--- src/rtl/d_fifo_sink.sv ---
// Sink for two destination FIFOs: round-robin pops, one-cycle-later capture of
// the read word, per-channel saturating word counters and an IDLE/ACTIVE/PAUSED FSM.
module d_fifo_sink #(
    parameter int unsigned DATA_WIDTH = 6,
    parameter int unsigned CNT_WIDTH  = 8
) (
    input  logic                  clk,
    input  logic                  reset,
    input  logic                  fifo_empty_d0,
    input  logic                  fifo_empty_d1,
    input  logic [DATA_WIDTH-1:0] data_out_0,
    input  logic [DATA_WIDTH-1:0] data_out_1,
    input  logic                  hold,
    output logic                  pop_d0,
    output logic                  pop_d1,
    output logic [DATA_WIDTH-1:0] data_out,
    output logic                  valid_out,
    output logic                  dest_out,
    output logic [CNT_WIDTH-1:0]  count_d0,
    output logic [CNT_WIDTH-1:0]  count_d1,
    output logic [1:0]            state_out
);

    typedef enum logic [1:0] {
        ST_IDLE   = 2'b00,
        ST_ACTIVE = 2'b01,
        ST_PAUSED = 2'b10
    } state_e;

    localparam logic [CNT_WIDTH-1:0] CNT_MAX = '1;

    state_e                  state_q, state_d;
    logic                    last_q, last_d;        // 1 = D1 served last
    logic                    pend_q, pend_d;
    logic                    pend_ch_q, pend_ch_d;
    logic                    valid_q, valid_d;
    logic                    dest_q, dest_d;
    logic [DATA_WIDTH-1:0]   data_q, data_d;
    logic [CNT_WIDTH-1:0]    cnt0_q, cnt0_d;
    logic [CNT_WIDTH-1:0]    cnt1_q, cnt1_d;

    logic grant_d0, grant_d1, pop_any, both_empty;

    // Round-robin grant; pops are combinational from current-cycle inputs
    always_comb begin
        grant_d0   = !fifo_empty_d0 && (fifo_empty_d1 || last_q);
        grant_d1   = !fifo_empty_d1 && (fifo_empty_d0 || !last_q);
        pop_d0     = !reset && !hold && !fifo_empty_d0 && grant_d0;
        pop_d1     = !reset && !hold && !fifo_empty_d1 && grant_d1;
        pop_any    = pop_d0 || pop_d1;
        both_empty = fifo_empty_d0 && fifo_empty_d1;
    end

    always_comb begin
        state_d   = state_q;
        last_d    = last_q;
        pend_d    = pop_any;
        pend_ch_d = pop_any ? pop_d1 : pend_ch_q;
        valid_d   = pend_q;
        dest_d    = dest_q;
        data_d    = data_q;
        cnt0_d    = cnt0_q;
        cnt1_d    = cnt1_q;

        if (pop_any) begin
            last_d = pop_d1;
        end

        // Capture the word popped last cycle; FIFO data is valid now
        if (pend_q) begin
            dest_d = pend_ch_q;
            if (pend_ch_q) begin
                data_d = data_out_1;
                if (cnt1_q != CNT_MAX) cnt1_d = cnt1_q + CNT_WIDTH'(1);
            end else begin
                data_d = data_out_0;
                if (cnt0_q != CNT_MAX) cnt0_d = cnt0_q + CNT_WIDTH'(1);
            end
        end

        case (state_q)
            ST_IDLE: begin
                if (pop_any) state_d = ST_ACTIVE;
            end
            ST_ACTIVE: begin
                if (hold) begin
                    state_d = ST_PAUSED;
                end else if (!pop_any && !pend_q && both_empty) begin
                    state_d = ST_IDLE;
                end
            end
            ST_PAUSED: begin
                if (!hold) begin
                    // A leftover pending word with both FIFOs empty drains via ACTIVE
                    if (!both_empty || pend_q) state_d = ST_ACTIVE;
                    else                       state_d = ST_IDLE;
                end
            end
            default: state_d = ST_IDLE;
        endcase
    end

    always_ff @(posedge clk or posedge reset) begin
        if (reset) begin
            state_q   <= ST_IDLE;
            last_q    <= 1'b1;
            pend_q    <= 1'b0;
            pend_ch_q <= 1'b0;
            valid_q   <= 1'b0;
            dest_q    <= 1'b0;
            data_q    <= '0;
            cnt0_q    <= '0;
            cnt1_q    <= '0;
        end else begin
            state_q   <= state_d;
            last_q    <= last_d;
            pend_q    <= pend_d;
            pend_ch_q <= pend_ch_d;
            valid_q   <= valid_d;
            dest_q    <= dest_d;
            data_q    <= data_d;
            cnt0_q    <= cnt0_d;
            cnt1_q    <= cnt1_d;
        end
    end

    assign data_out  = data_q;
    assign valid_out = valid_q;
    assign dest_out  = dest_q;
    assign count_d0  = cnt0_q;
    assign count_d1  = cnt1_q;
    assign state_out = state_q;

endmodule

--- config.mk ---
export PLATFORM = sky130hd
export DESIGN_NAME = d_fifo_sink
export DESIGN_NICKNAME = d
export VERILOG_FILES = /design/src/rtl/d_fifo_sink.sv
export SDC_FILE = /design/constraint.sdc
export NUM_CORES = 1
export LEC_CHECK = 0
export BUFFER_PORTS_ARGS = -buffer_cell sky130_fd_sc_hd__buf_2
export CORE_ASPECT_RATIO = 1.1
export CORE_MARGIN = 10
export CORE_UTILIZATION = 49
export CTS_CLUSTER_SIZE = 14
export DETAILED_ROUTE_END_ITERATION = 8
export PLACE_DENSITY = 0.78
export SLEW_MARGIN = 20
export SYNTH_ARGS = -nofsm -noshare
export SYNTH_HDL_FRONTEND = slang
export SYNTH_SLANG_ARGS = --single-unit
--- constraint.sdc ---
create_clock -name clk -period 2 [get_ports clk]
set_clock_uncertainty 0.05 [all_clocks]
set_input_delay 0.1 -clock clk [delete_from_list [all_inputs] [get_ports clk]]
set_output_delay 0.1 -clock clk [all_outputs]
set_load 0.01 [all_outputs]
==> flow_summary.json, run 1 <==
{
  "grt_overflow_total": 0,
  "power_leakage_nw": 0.891,
  "tns_ns": 0,
  "dr.pass1.iters": 4,
  "synth.top_cell.area_share_pct": 50.7,
  "crit_start": "hold",
  "grt_use_met2_pct": 21.7,
  "synthDistinctLibCells": 38,
  "gr-usage-met3_pct": 7.29,
  "initial_core_util_pct": 50.7,
  "die_h_um": 75.7,
  "critPathKind": "in -> out",
  "antenna_cells": 0,
  "cts_resized": 0,
  "finalCritPeriodShare_pct": 81.0,
  "die_w_um": 70.6,
  "row_count": 20,
  "rsz0062_at_grt": "false",
  "drtAntennaViolNets": 0,
  "track_usage_pct": 12.3,
  "num_vias": 1109,
  "final_cell_mix": "buf_2, dfrtp_1, a21oi_1",
  "drv_cap": 0,
  "ys_ff_latch": 29,
  "synth_cells": 121,
  "power_density_nw_per_um2": 992,
  "grtUsageMet1_pct": 11.7,
  "final_layout_size_suffix_gt1_share_pct": 35.2,
  "wire_per_inst_um": 14.6,
  "clk_latency_ns": 0.32,
  "arrival_ns": 1.47,
  "nets": 194,
  "grt_start_max_net_pins": 30,
  "syn_nets": 140,
  "fillerInstances": 248,
  "ys_top_cells_by_area": "dfrtp_1, mux2i_1, a21oi_1",
  "root_buffer": "clkbuf_4",
  "globalplace.congestion": 0.879,
  "yosys.area.top_type": "dfrtp_1",
  "maxSlewViolCount": 0,
  "hold_path.class": "in -> reg",
  "synth-edff-count": 0,
  "synth_warnings": 0,
  "seq_area_frac_synth_pct": 52.6,
  "grt_first_pass_wirelength_mm": 5.20,
  "fmax_mhz": 617,
  "finalHoldViolCount": 0,
  "ios": 45,
  "fp.dieArea_sq_um": 5350,
  "setup_slack_ns": 0.380,
  "max_slew_margin_pct": 72.8,
  "ys.flop_type": "dfrtp_1",
  "hpwl_mm": 2.38,
  "fin_crit_ns": 1.62,
  "synth-async-reset-ratio_pct": 100,
  "final_common_cell": "buf_2",
  "grt_pass1_vias": 1174,
  "busiest_layer": "met2",
  "area_growth_pct": 25.3,
  "end_kind": "primary output",
  "coreArea_sq_um": 2730,
  "worstMarginPinSlew_ns": 0.409,
  "start_kind": "input pin",
  "drc": 0,
  "antenna_found_initial": 0,
  "cts_buffer_depth": 2,
  "vias_per_cell": 5.31,
  "cts_sinks": 29,
  "clk_pin_slew_ns": 0.09,
  "ir_drop_mv": 0.695,
  "hold_start": "data_out_0[0]",
  "cts_buffers": 5,
  "fin_area_sq_um": 1730,
  "placed_area_sq_um": 1640,
  "worstReg2RegStart": "pend_q",
  "drt_iter0_markers": 51,
  "crit_path_max_fanout": 5,
  "outcome": "complete, no violations",
  "cp.required_ns": 1.85,
  "tritoncts": "built",
  "synth.avg_cell_area_sq_um": 11.4,
  "port_buffers": 44,
  "dp_slack_ns": 0.405,
  "h-tree-depth": 2,
  "routed_wl_mm": 3.06,
  "setup_viol": 0,
  "syn_area_sq_um": 1380
}
synthesized netlist by cell type, types with 2 or more instances:
| library cell | number |
|---|---|
| ha_1 | 2 |
| dfrtp_1 | 28 |
| a21oi_1 | 11 |
| a211oi_1 | 4 |
| xor2_1 | 4 |
| and3_1 | 3 |
| mux2_2 | 3 |
| xnor2_1 | 5 |
| nand4_1 | 4 |
| nor3_1 | 2 |
| nand2_1 | 5 |
| inv_1 | 4 |
| nor2_1 | 10 |
| mux2i_1 | 7 |
| and4_1 | 2 |
| mux2_1 | 3 |
| nand3_1 | 3 |
power by group:
| group | leakage, nW | internal [mW] | switching [mW] | total (mW) |
|---|---|---|---|---|
| sequential | 0.361 | 0.719 | 0.147 | 0.866 |
| combinational | 0.497 | 0.237 | 0.252 | 0.489 |
| clock | 0.0326 | 0.173 | 0.191 | 0.364 |
| total | 0.891 | 1.13 | 0.590 | 1.72 |
per-stage QoR:
step                hold slack, ns  cells  power (mW)  utilization, %
floorplan                    0.117    121        1.15               -
detailed placement           0.203    198        1.38            60.3
global route                0.0114    209        1.87            63.5
finish                      0.0248    209        1.72            63.5
CTS                         0.0238    209        1.75            63.5
global placement             0.185    198        1.34            60.3
metal layers:
layer  share of wire (%)  wire length (um)  vias to the layer above
li1                    -                 -                      549
met1                  38              1180                      518
met2                  51              1560                       37
met3                 8.9               273                        5
met4                 1.6                50                        0
met5                   0                 0                        -
cells by family (layout without fill, tap and decap cells):
group / count (synthesis) / count (layout) / synth area share, %
AO/OA/AOI/OAI: 24 / 24 / 11.2
XOR/XNOR: 9 / 9 / 5.70
adder cells (fa/ha/maj): 2 / 2 / 1.81
buffers and inverters: 7 / 62 / 2.71
flip-flops: 29 / 29 / 52.6
multiplexers: 13 / 13 / 9.95
AND/OR/NAND/NOR: 37 / 37 / 16.0
critical path, stage by stage:
cell and delay, ns:
dlygate4sd3_1 0.53, buf_2 0.15, nor3_1 0.23, a21boi_0 0.28, buf_2 0.19
what timing repair did:
action	4_1_cts	5_1_grt
hold buffers	3	0
buffers inserted	0	0
endpoints found under the hold margin	31	0
layout make-up:
cell class / instances / area (sq um) / area share [%]
multi-input cells: 85 / 618 / 35.7
clock buffers: 8 / 58.8 / 3.39
well taps: 33 / 41.3 / 2.38
inverters: 4 / 15.0 / 0.866
flip-flops and latches: 29 / 727 / 41.9
repair buffers: 50 / 273 / 15.7
path summary, 6_finish.rpt:
kind | depth (start not counted) | slack [ns] | to
max in group asynchronous | 4 | 1.20 | last_q
worst min-delay path | 3 | 0.02 | data_out[0]
worst max register to register | 3 | 0.41 | count_d1[7]
worst max-delay path | 5 | 0.38 | pop_d1
worst min register to register | 2 | 0.48 | data_out[1]
min in group asynchronous | 4 | 0.39 | count_d1[1]
state kept, by name, summed over array words and instances, names as in the netlist:
| signal | cells |
|---|---|
| count_d0 | 8 |
| count_d1 | 8 |
| data_out | 6 |
| dest_out | 1 |
| last_q | 1 |
| pend_ch_q | 1 |
| pend_q | 1 |
| state_out | 2 |
| valid_out | 1 |
Power figures use the tool's default switching activity.
==> run 2: changes to the inputs <==
==> constraint.sdc (replaced) <==
create_clock -name clk -period 1.5 [get_ports clk]
set_clock_uncertainty 0.05 [all_clocks]
set_input_delay 0.075 -clock clk [delete_from_list [all_inputs] [get_ports clk]]
set_output_delay 0.075 -clock clk [all_outputs]
set_load 0.01 [all_outputs]
==> run 2 against run 1 <==
Hold slack worse by 0.013 ns. Utilization rose by 6.3 points. Cell area is 10% higher. Global-route usage increased by 1.7 points. Largest cell class unchanged. Sequential power is 29% higher. Critical path depth is 1 lower. Largest power group unchanged. Non-clock buffer count increased by 17. Clock-buffer cell count unchanged. Total power is 42% higher.
==> flow_summary.json, run 2 (same netlist as run 1, synthesis figures left out) <==
{
  "antenna_found_initial": 0,
  "initial_core_util_pct": 50.7,
  "cts_buffer_depth": 2,
  "num_vias": 1199,
  "h-tree-depth": 2,
  "dr.pass1.iters": 4,
  "cp.required_ns": 1.67,
  "port_buffers": 44,
  "ir_drop_mv": 0.794,
  "clk_latency_ns": 0.33,
  "fmax_mhz": 696,
  "power_leakage_nw": 0.959,
  "power_density_nw_per_um2": 1280,
  "grt_overflow_total": 0,
  "finalCoreUtilization_pct": 69.9,
  "end_kind": "flip-flop",
  "placed_cells": 205,
  "die_h_um": 75.7,
  "fin_area_sq_um": 1910,
  "drc": 0,
  "outcome": "complete, no violations",
  "fin_total_pwr_mw": 2.44,
  "antenna_cells": 0,
  "post_cts_buffers": 0,
  "reg2reg_slack_ns": 0.06,
  "setup_viol": 0,
  "nets": 211,
  "final_common_cell": "buf_2",
  "crit_path_max_fanout": 4,
  "rsz0062_at_grt": "false",
  "final_layout_size_suffix_gt1_share_pct": 37.8,
  "fp.dieArea_sq_um": 5350,
  "hold_path.class": "in -> reg",
  "tns_ns": 0,
  "drv_cap": 0,
  "cts_sinks": 29,
  "die_w_um": 70.6,
  "grt_pass1_vias": 1297,
  "worstMarginPinSlew_ns": 0.369,
  "max_slew_margin_pct": 74.8,
  "hpwl_mm": 2.49,
  "final_cell_mix": "buf_2, dfrtp_1, dlygate4sd3_1",
  "track_usage_pct": 14.0,
  "root_buffer": "clkbuf_4",
  "start_kind": "flip-flop",
  "drt_iter0_markers": 52,
  "drtAntennaViolNets": 0,
  "ios": 45,
  "instances_no_fill": 226,
  "coreArea_sq_um": 2730,
  "holdWs_ns": 0.0115,
  "fin_crit_ns": 1.44,
  "p_int_mw": 1.59,
  "grt_first_pass_wirelength_mm": 5.90,
  "combPwrFrac_pct": 33.3,
  "finalCritPeriodShare_pct": 95.9,
  "critPathKind": "reg -> reg",
  "grt_start_max_net_pins": 30,
  "tritoncts": "built",
  "vias_per_cell": 5.31,
  "clk_pin_slew_ns": 0.10,
  "arrival_ns": 1.60,
  "power_switching_mw": 0.841,
  "routed_wl_mm": 3.43,
  "row_count": 20,
  "wire_per_inst_um": 15.2,
  "setup_slack_ns": 0.0622,
  "finalHoldViolCount": 0,
  "p_clk_share_pct": 20.5,
  "p_sw_share_pct": 34.5,
  "cts_buffers": 5,
  "area_growth_pct": 37.8,
  "placed_area_sq_um": 1700,
  "globalplace.congestion": 0.850,
  "pwr-share-seq_pct": 46.2,
  "dp_slack_ns": 0.0660,
  "maxSlewViolCount": 0
}
run 2: cell types whose count changed in the layout (fill, tap and decap cells not counted), sizes merged:
cell	before	now
buf	47	54
dlygate4sd3	3	13
run 2: layer usage:
layer | track usage (%) | routed length (um) | up-vias
met1 | 14.3 | 1380 | 568
li1 | - | - | 584
met5 | 0 | 0 | -
met2 | 24.0 | 1700 | 39
met4 | 6.67 | 80 | 0
met3 | 6.90 | 266 | 8
run 2: cell type report:
class                           instances  area (sq um)
Clock buffer                            8          58.8
Fill cell                             224           822
Inverter                                4          15.0
Multi-Input combinational cell         85           638
Sequential cell                        29           727
Tap cell                               33          41.3
Timing Repair Buffer                   67           425
run 2: worst paths after layout:
| path | startpoint | to | cells past startpoint |
|---|---|---|---|
| worst max-delay path | count_d1[0] | count_d1[1] | 4 |
| worst min-delay path | data_out_1[2] | data_out[2] | 3 |
| worst max register to register | count_d1[0] | count_d1[1] | 4 |
| worst min register to register | count_d1[0] | count_d1[0] | 1 |
| max in group asynchronous | reset | last_q | 4 |
| min in group asynchronous | reset | data_out[2] | 4 |
run 2: power by group through the flow:
stage	sequential (mW)	clock, mW	combinational (mW)
CTS	1.11	0.510	0.812
global placement	1.11	0	0.750
global route	1.15	0.561	0.909
finish	1.12	0.500	0.811
floorplan	1.22	0	0.309
detailed placement	1.13	0	0.786
run 2: worst max-delay path, stage by stage, from the launching register on:
cell and delay (ns):
dfrtp_1 0.41, ha_2 0.22, nand3_1 0.11, o211ai_2 0.20
mux2_1 0.33
run 2: repair_timing:
action | CTS | global route
gates resized for setup | 0 | 6
hold endpoints to repair | 36 | 0
setup endpoints to repair | 0 | 7
hold buffers | 13 | 0
==> run 3: changes to the inputs <==
==> constraint.sdc (replaced) <==
create_clock -name clk -period 1.55 [get_ports clk]
set_clock_uncertainty 0.05 [all_clocks]
set_input_delay 0.0775 -clock clk [delete_from_list [all_inputs] [get_ports clk]]
set_output_delay 0.0775 -clock clk [all_outputs]
set_load 0.01 [all_outputs]
==> run 3 against run 2 <==
Hold slack lost 0.0017 ns. First-iteration DRC count shrank 52%. Die area is the same. Non-clock buffer count shrank 2. Worst setup slack gained 0.0046 ns. Total power shrank 5.4%. Global-route usage shrank 0.18 points. Cell area shrank 1.1%. Clock power shrank 3%. Critical path depth is the same. Final cell count shrank 0.88%. Critical path type unchanged.
==> flow_summary.json, run 3 (same netlist as run 1, synthesis figures left out) <==
{
  "start_kind": "flip-flop",
  "max_slew_margin_pct": 76.9,
  "clk_pin_slew_ns": 0.10,
  "worstMarginPinSlew_ns": 0.338,
  "rsz0062_at_grt": "false",
  "die_h_um": 75.7,
  "min_path_cells": 3,
  "arrival_ns": 1.65,
  "drt_iter0_markers": 25,
  "power_switching_mw": 0.801,
  "nets": 209,
  "grt_start_max_net_pins": 30,
  "placed_area_sq_um": 1670,
  "final_cell_mix": "buf_2, dfrtp_1, dlygate4sd3_1",
  "fin_area_sq_um": 1880,
  "die_w_um": 70.6,
  "port_buffers": 44,
  "setup_viol": 0,
  "clk_latency_ns": 0.33,
  "finalHoldViolCount": 0,
  "routed_wl_mm": 3.55,
  "max_stage_delay_ns": 0.41,
  "p_sw_share_pct": 34.8,
  "fmax_mhz": 674,
  "globalplace.congestion": 0.905,
  "p_int_mw": 1.50,
  "worstReg2RegStart": "count_d0[1]",
  "initial_core_util_pct": 50.7,
  "critPathKind": "reg -> reg",
  "root_buffer": "clkbuf_4",
  "track_usage_pct": 13.8,
  "hpwl_mm": 2.44,
  "holdPathEnd": "data_out[3]",
  "row_count": 20,
  "r2r_end": "count_d0[6]",
  "fp.dieArea_sq_um": 5350,
  "wire_per_inst_um": 15.8,
  "maxSlewViolCount": 0,
  "antenna_found_initial": 0,
  "drtAntennaViolNets": 0,
  "power_density_nw_per_um2": 1220,
  "grt_pass1_vias": 1237,
  "final_common_cell": "buf_2",
  "path_cells": "ha_2, and4b_2, nand4_1, mux2_1",
  "tns_ns": 0,
  "hold_start": "data_out_0[3]",
  "final_layout_size_suffix_gt1_share_pct": 36.6,
  "cts_buffer_depth": 2,
  "antenna_cells": 0,
  "num_vias": 1196,
  "reg2reg_slack_ns": 0.07,
  "crit_path_max_fanout": 5,
  "ir_drop_mv": 1.00,
  "end_kind": "flip-flop",
  "tritoncts": "built",
  "grt_overflow_total": 0,
  "dr.pass1.iters": 4,
  "grt_first_pass_wirelength_mm": 5.82,
  "outcome": "complete, no violations",
  "power_leakage_nw": 0.956,
  "post_cts_buffers": 0,
  "area_growth_pct": 36.3,
  "combPwrFrac_pct": 31.1,
  "hold_path.class": "in -> reg",
  "pwr-share-seq_pct": 47.8,
  "coreArea_sq_um": 2730,
  "cts_buffers": 5,
  "h-tree-depth": 2,
  "drc": 0,
  "cp.required_ns": 1.72,
  "finalCoreUtilization_pct": 69.1,
  "fin_crit_ns": 1.48,
  "finalCritPeriodShare_pct": 95.7,
  "critical_path.slowest_cell": "dfrtp_1",
  "p_clk_share_pct": 21.0,
  "rr_worst_depth": 4,
  "cts_sinks": 29,
  "ios": 45,
  "drv_cap": 0,
  "vias_per_cell": 5.34
}
## run 3: cell types whose count changed in the layout (fill, tap and decap cells not counted), sizes merged
cell         delta
buf             -3
dlygate4sd3     +1
## run 3: final cells by class
class / instances / area (sq um)
repair buffers: 65 / 413
well taps: 33 / 41.3
inverters: 4 / 15.0
fillers: 204 / 843
clock buffers: 8 / 58.8
multi-input cells: 85 / 629
flip-flops and latches: 29 / 727
## run 3: how the worst max path moves through the flow
stage / from / slack (ns) / to / cells after the start
floorplan: count_d1[0] / 0.07 / count_d1[1] / 4
global placement: count_d0[1] / 0.13 / count_d0[6] / 4
detailed placement: count_d0[1] / 0.08 / count_d0[6] / 4
CTS: hold / 0.02 / pop_d1 / 5
global route: count_d0[1] / 0.007 / count_d0[6] / 4
finish: count_d0[1] / 0.07 / count_d0[6] / 4
## run 3: what timing repair did
action	4_1_cts	5_1_grt
gates resized for setup	0	5
hold buffers	14	0
setup endpoints to repair	0	3
hold endpoints to repair	37	0
## run 3: through the flow
step,hold slack [ns],power (mW),instances,worst slack (ns)
after floorplan,0.0943,1.48,121,0.0738
after global placement,0.163,1.76,202,0.129
after detailed placement,0.173,1.80,202,0.0790
after CTS,0.00224,2.31,224,0.0224
after global routing,0.00181,2.47,224,0.00675
final,0.00977,2.30,224,0.0669
## run 3: worst max-delay path: cells and delay by family (launching register included)
family                   cells  cell delay (ns)
multiplexers                 1             0.32
adder cells (fa/ha/maj)      1             0.23
flip-flops                   1             0.41
AND/OR/NAND/NOR              2             0.37
## run 3: power groups by stage
stage               Combinational (mW)  Sequential [mW]  Clock (mW)
finish                           0.717             1.10       0.484
global route                     0.796             1.13       0.541
CTS                              0.717             1.10       0.496
detailed placement               0.688             1.11           0
global placement                 0.669             1.09           0
floorplan                        0.299             1.18           0
## run 3: layer usage
metal	vias up	track usage, %	routed length, um
met2	36	26.0	1900
met3	5	6.51	303
met4	0	5.16	51
li1	581	-	-
met1	574	12.9	1290
met5	-	0	0
